==> config.mk <==
export PLATFORM = sky130hd
export DESIGN_NAME = hdlc_tx_sched
export DESIGN_NICKNAME = d
export VERILOG_FILES = /design/src/rtl/hdlc_pkg.sv /design/src/rtl/rr_arbiter.sv /design/src/rtl/hdlc_tx_sched.sv
export SDC_FILE = /design/constraint.sdc
export NUM_CORES = 1
export LEC_CHECK = 0
export CAP_MARGIN = 30
export CORE_UTILIZATION = 48
export CTS_CLUSTER_DIAMETER = 40
export CTS_CLUSTER_SIZE = 14
export DETAILED_ROUTE_END_ITERATION = 6
export GPL_ROUTABILITY_DRIVEN = 0
export PLACE_DENSITY_LB_ADDON = 0.08
export SLEW_MARGIN = 40
export SYNTH_ARGS = -nofsm -noshare
export SYNTH_HDL_FRONTEND = slang
export SYNTH_SLANG_ARGS = --single-unit
==> constraint.sdc <==
create_clock -name clk -period 2.4 [get_ports clk]
set_clock_uncertainty 0.2 [all_clocks]
set_input_delay 0.24 -clock clk [delete_from_list [all_inputs] [get_ports clk]]
set_output_delay 0.24 -clock clk [all_outputs]
set_load 0.05 [all_outputs]
==> src/rtl/hdlc_pkg.sv <==
// Shared constants and types for the HDLC transmit-side frame scheduler.
package hdlc_pkg;

   localparam int HDLC_BYTE_W = 8;
   localparam int DONE_SRC_W  = 2;
   localparam int SCHED_CNT_W = 16;

   typedef enum logic [1:0] {
      ST_IDLE     = 2'd0,
      ST_XFER     = 2'd1,
      ST_WAIT_FIN = 2'd2,
      ST_GAP      = 2'd3
   } sched_state_e;

   // Width of a source index: clog2 of the source count, never below one bit.
   function automatic int src_idx_w(input int n);
      return (n > 2) ? $clog2(n) : 1;
   endfunction

endpackage

==> src/rtl/rr_arbiter.sv <==
// Combinational round-robin arbiter: first requester at or above ptr, with wrap, one-hot out.
module rr_arbiter
   import hdlc_pkg::*;
#(
   parameter int N     = 2,
   parameter int PTR_W = 1
) (
   input  logic [N-1:0]     req,
   input  logic [PTR_W-1:0] ptr,
   output logic [N-1:0]     gnt
);

   logic [2*N-1:0] req_rot;
   logic [N-1:0]   req_low;
   logic [N-1:0]   first;
   logic [2*N-1:0] gnt_rot;

   // Rotate so ptr lands on bit 0, isolate the lowest set bit, then rotate back.
   always_comb begin
      req_rot = {req, req} >> ptr;
      req_low = req_rot[N-1:0];
      first   = req_low & ~(req_low - N'(1));
      gnt_rot = {first, first} << ptr;
      gnt     = gnt_rot[2*N-1:N];
   end

endmodule

==> src/rtl/hdlc_tx_sched.sv <==
// Round-robin frame scheduler in front of the HDLC transmitter: one whole frame per grant,
// then wait for data_finish (or a timeout) plus an inter-frame gap before re-arbitrating.
module hdlc_tx_sched
   import hdlc_pkg::*;
#(
   parameter int N_SRC       = 2,
   parameter int GAP_CYCLES  = 16,
   parameter int FIN_TIMEOUT = 65535
) (
   input  logic                         clk,
   input  logic                         rstn,
   input  logic [N_SRC-1:0]             s_tvalid,
   output logic [N_SRC-1:0]             s_tready,
   input  logic [N_SRC-1:0]             s_tlast,
   input  logic [HDLC_BYTE_W*N_SRC-1:0] s_tdata,
   output logic                         m_tvalid,
   input  logic                         m_tready,
   output logic                         m_tlast,
   output logic [HDLC_BYTE_W-1:0]       m_tdata,
   input  logic                         tx_finish,
   output logic [N_SRC-1:0]             grant,
   output logic                         busy,
   output logic                         frame_done,
   output logic [DONE_SRC_W-1:0]        done_src,
   output logic                         underrun,
   output logic                         fin_abort
);

   localparam int                     SRC_W    = src_idx_w(N_SRC);
   localparam logic [SCHED_CNT_W-1:0] FIN_LAST = SCHED_CNT_W'(FIN_TIMEOUT - 1);
   localparam logic [SCHED_CNT_W-1:0] GAP_LAST = SCHED_CNT_W'(GAP_CYCLES - 1);

   sched_state_e           state_q, state_d;
   logic [N_SRC-1:0]       grant_q, grant_d;
   logic [SRC_W-1:0]       rr_ptr_q, rr_ptr_d;
   logic [SCHED_CNT_W-1:0] cnt_q, cnt_d;
   logic [DONE_SRC_W-1:0]  done_src_q, done_src_d;
   logic                   frame_done_q, frame_done_d;
   logic                   underrun_q, underrun_d;
   logic                   fin_abort_q, fin_abort_d;
   logic                   vld_prev_q, vld_prev_d;

   logic [N_SRC-1:0]       arb_gnt;
   logic [SRC_W-1:0]       arb_idx;
   logic [SRC_W-1:0]       g_idx;
   logic                   sel_valid;
   logic                   sel_last;
   logic [HDLC_BYTE_W-1:0] sel_data;
   logic                   in_xfer;
   logic                   last_hs;

   rr_arbiter #(
      .N     (N_SRC),
      .PTR_W (SRC_W)
   ) u_arb (
      .req (s_tvalid),
      .ptr (rr_ptr_q),
      .gnt (arb_gnt)
   );

   // One-hot grant drives an AND-OR mux; also encode both one-hot vectors to indices.
   always_comb begin
      sel_valid = 1'b0;
      sel_last  = 1'b0;
      sel_data  = '0;
      g_idx     = '0;
      arb_idx   = '0;
      for (int i = 0; i < N_SRC; i++) begin
         if (grant_q[i]) begin
            sel_valid = s_tvalid[i];
            sel_last  = s_tlast[i];
            sel_data  = s_tdata[i*HDLC_BYTE_W +: HDLC_BYTE_W];
            g_idx     = SRC_W'(i);
         end
         if (arb_gnt[i]) begin
            arb_idx = SRC_W'(i);
         end
      end
   end

   always_comb begin
      in_xfer  = (state_q == ST_XFER);
      m_tvalid = in_xfer & sel_valid;
      m_tlast  = in_xfer & sel_last;
      m_tdata  = in_xfer ? sel_data : '0;
      s_tready = in_xfer ? (grant_q & {N_SRC{m_tready}}) : '0;
      last_hs  = m_tvalid & m_tready & m_tlast;
   end

   always_comb begin
      state_d      = state_q;
      grant_d      = grant_q;
      rr_ptr_d     = rr_ptr_q;
      done_src_d   = done_src_q;
      vld_prev_d   = vld_prev_q;
      frame_done_d = 1'b0;
      underrun_d   = 1'b0;
      fin_abort_d  = 1'b0;
      cnt_d        = cnt_q;

      unique case (state_q)
         ST_IDLE: begin
            if (|s_tvalid) begin
               state_d    = ST_XFER;
               grant_d    = arb_gnt;
               rr_ptr_d   = (arb_idx == SRC_W'(N_SRC - 1)) ? '0 : arb_idx + SRC_W'(1);
               vld_prev_d = 1'b1;
            end
         end
         ST_XFER: begin
            // The transmitter keeps clocking bits, so a starved source is only flagged.
            vld_prev_d = sel_valid;
            if (vld_prev_q && !sel_valid) begin
               underrun_d = 1'b1;
            end
            if (last_hs) begin
               state_d = ST_WAIT_FIN;
            end
         end
         ST_WAIT_FIN: begin
            if (tx_finish) begin
               state_d      = ST_GAP;
               grant_d      = '0;
               done_src_d   = DONE_SRC_W'(g_idx);
               frame_done_d = 1'b1;
            end else if (cnt_q == FIN_LAST) begin
               state_d     = ST_GAP;
               grant_d     = '0;
               done_src_d  = DONE_SRC_W'(g_idx);
               fin_abort_d = 1'b1;
            end
         end
         ST_GAP: begin
            if (cnt_q == GAP_LAST) begin
               state_d = ST_IDLE;
            end
         end
         default: begin
            state_d = ST_IDLE;
            grant_d = '0;
         end
      endcase

      // Shared timeout/gap counter: restarts on every state entry and saturates.
      if (state_d != state_q) begin
         cnt_d = '0;
      end else if (cnt_q != '1) begin
         cnt_d = cnt_q + SCHED_CNT_W'(1);
      end
   end

   always_ff @(posedge clk or negedge rstn) begin
      if (!rstn) begin
         state_q      <= ST_IDLE;
         grant_q      <= '0;
         rr_ptr_q     <= '0;
         cnt_q        <= '0;
         done_src_q   <= '0;
         frame_done_q <= 1'b0;
         underrun_q   <= 1'b0;
         fin_abort_q  <= 1'b0;
         vld_prev_q   <= 1'b0;
      end else begin
         state_q      <= state_d;
         grant_q      <= grant_d;
         rr_ptr_q     <= rr_ptr_d;
         cnt_q        <= cnt_d;
         done_src_q   <= done_src_d;
         frame_done_q <= frame_done_d;
         underrun_q   <= underrun_d;
         fin_abort_q  <= fin_abort_d;
         vld_prev_q   <= vld_prev_d;
      end
   end

   assign grant      = grant_q;
   assign busy       = (state_q != ST_IDLE);
   assign frame_done = frame_done_q;
   assign done_src   = done_src_q;
   assign underrun   = underrun_q;
   assign fin_abort  = fin_abort_q;

endmodule

==> impl_metrics.tcl <==
set metrics [dict create \
    reg2reg_depth 6 \
    drt_first_pass_iters 4 \
    port_buffers 42 \
    maxCapViolCount 0 \
    synth_simple_gate_area_frac 0.288 \
    grt_use_met3 0.0448 \
    yosys.area.top_type "dfrtp_1" \
    root_buffer "clkbuf_4" \
    max_freq_mhz 442 \
    coreArea_mm2 0.00315 \
    insertion_delay_ps 320 \
    synth_top_family_by_area "simple AND/OR/NAND/NOR gates" \
    seq_area_frac_synth 0.394 \
    grt_util_all_layers 0.237 \
    worstPathRequired_ps 1960 \
    synthFlopType "dfrtp_1" \
    total_power_w 0.000685 \
    diodes 0 \
    vias_per_cell 6.04 \
    ctsHoldBuffers 0 \
    async_reset_ff_frac 1.00 \
    min_period_ps 2260 \
    top_usage_layer "met2" \
    grt_pass1_wl_mm 6.54 \
    start_util 0.524 \
    power_density_mw_per_mm2 307 \
    critPathMaxFanout 18 \
    drc 0 \
    postSynthNetCount 210 \
    synthTopCellsByArea "dfrtp_1, a22oi_1, nor2_1" \
    grt_use_met1 0.310 \
    cp-start-kind "flip-flop" \
    r2r_end "cnt_q[7]$_DFFE_PN0P_" \
    drt_iter0_drc 128 \
    reg2reg_from "cnt_q[0]$_DFFE_PN0P_" \
    synth_cells 184 \
    slew_viol_final 0 \
    setup-violations-final 0 \
    dpl.cell_count 265 \
    path_class "reg2out" \
    hpwl_mm 3.20 \
    synth.top_cell.area_share 0.394 \
    finalNonFillerCells 268 \
    synth_xor_area_frac 0.00530 \
    cp.arrival_ps 1820 \
    ys_types 46 \
    vias 1620 \
    rsz0062_at_grt "false" \
    critPathCaptureType "output port" \
    synth-adder-area-share 0.0152 \
    period_share 0.944 \
    vdd.ir_drop.worst_mv 0.283 \
    r2r_slack_ps 140 \
    wl_mm 4.26 \
    synth-edff-count 0 \
    grt.overflow.total 0 \
    die_w_um 60.7 \
    clk_pin_slew_ps 150 \
    synth.area.mux_share 0.0258 \
    grt_max_degree 27 \
    report.final.hold_viol_count 0 \
    worstHoldPathType "in2async" \
    cp-endpoint "m_tdata[5]" \
    finalInstanceArea_mm2 0.00223 \
    dpl_cell_area_mm2 0.00220 \
    cts-htree-levels 1 \
    worstMarginPinSlew_ps 602 \
    area_growth_pct 35.1 \
    antenna_found_initial 0 \
    slew_headroom 0.594 \
    status "finished clean" \
    first_global_vias 1464 \
    ys_warn_count 0 \
    ios 44 \
    num_rows 20 \
    cts_tree "done" \
    die-area_mm2 0.00368 \
    drive_above_1_share 0.134 \
    ant_nets 0 \
    cts_buffers 3 \
    crit_path_start "grant[1]$_DFFE_PN0P_" \
    synth_compound_area_frac 0.216 \
    syn_area_mm2 0.00165 \
    leakage_nw 0.947 \
    final_nets 252 \
    die_h_um 60.7 \
    fin_setup_tns_ps 0 \
    synth_area_per_cell_um2 8.98 \
    wl_per_cell_um 15.9 \
    clock_sinks 26 \
    synth_seq_cells 26 \
    clockBufferDepth 2 \
    met2_usage 0.407 \
]
[sequential cells by signal, summed over array words and instances, names as in the netlist]
| signal | flops |
|---|---|
| done_src | 1 |
| underrun | 1 |
| frame_done | 1 |
| cnt_q | 16 |
| vld_prev_q | 1 |
| grant | 2 |
| fin_abort | 1 |
| state_q | 2 |
| rr_ptr_q | 1 |
[worst max-delay path, stage by stage (launching register included)]
cell and delay, ps:
dfrtp_1 600, nor2b_2 380, a22oi_1 120, nor2_1 230
buf_12 170
[cell type report]
type	count	area [µm²]
Tap cell	44	55.1
Fill cell	246	922
Timing Repair Buffer	47	543
Inverter	9	33.8
Clock buffer	3	22.5
Multi-Input combinational cell	139	926
Sequential cell	26	651
[stage by stage]
| stage | worst slack, ps | utilization | hold slack [ps] |
|---|---|---|---|
| after CTS | 33.8 | 0.707 | 86.2 |
| final | 136 | 0.708 | 61.1 |
| after floorplan | 116 | - | -256 |
| after global routing | 10.1 | 0.708 | 89.9 |
| after global placement | 145 | 0.699 | 270 |
| after detailed placement | 59.6 | 0.699 | 312 |
[layer usage]
metal / vias to the layer above / wire length [µm]
li1: 777 / -
met1: 769 / 1880
met2: 69 / 2030
met3: 5 / 325
met4: 0 / 21
met5: - / 0
[cells in the final DEF, fill, tap and decap left out, types with 2 or more instances in the layout]
cell type        count
and3_1               6
nand2b_1             3
nand4_1              7
nor3_1               2
buf_12               9
o21ai_0             12
nand3_1              8
a31oi_1              2
buf_4                8
or3_1                8
nand2_1              8
mux2i_1              2
nor2_1              20
clkbuf_4             3
ha_1                 2
and4_1               4
nor4_1               3
a21oi_1              6
clkdlybuf4s50_1     29
and3b_1              2
a211oi_1             2
dfrtp_1             26
a221oi_1             3
a22oi_1             18
inv_1                9
[cells by family after synthesis]
group                      Yosys count
and+or+nand+nor                     79
AOI/OAI and AO/OA                   52
buffers and inverters               19
DFF                                 26
adders and majority gates            2
muxes                                4
xor gates and xnor gates             1
other                                1
[synthesized netlist by cell type, types with 2 or more instances]
master,instances
nor3_1,2
and4_1,4
nand2_1,8
and3_1,6
nand3_1,8
clkbuf_1,5
ha_1,2
inv_1,9
a31oi_1,2
a211oi_1,2
nor4_1,3
buf_4,2
and3b_1,2
nand2b_1,3
a22oi_1,18
a21oi_1,7
a221oi_1,3
or3_1,8
nand4_1,7
o21ai_0,12
dfrtp_1,26
nor2_1,20
mux2i_1,2
[where the power goes]
| part | leakage, nW | switching (W) | internal (W) |
|---|---|---|---|
| Clock | 0.0138 | 0.000131 | 0.0000588 |
| Sequential | 0.264 | 0 | 0.000438 |
| Combinational | 0.669 | 0.0000211 | 0.0000356 |
| Total | 0.947 | 0.000152 | 0.000533 |
[timing repair]
item,in CTS,in global routing
buffers inserted,0,0
endpoints found under the setup margin,3,1
gates cloned,0,0
gates resized for setup,1,1
[worst min-delay path by stage]
stage	startpoint	end	slack (ps)	cells past startpoint
3_3_place_gp	done_src[0]$_DFFE_PN0P_	done_src[0]$_DFFE_PN0P_	270	1
6_report	rstn	cnt_q[13]$_DFFE_PN0P_	60	2
4_1_cts	rstn	cnt_q[13]$_DFFE_PN0P_	90	2
2_1_floorplan	rstn	cnt_q[0]$_DFFE_PN0P_	-260	0
3_5_place_dp	rr_ptr_q$_DFFE_PN0P_	rr_ptr_q$_DFFE_PN0P_	310	1
5_1_grt	rstn	cnt_q[13]$_DFFE_PN0P_	90	2
Power figures use the tool's default switching activity.
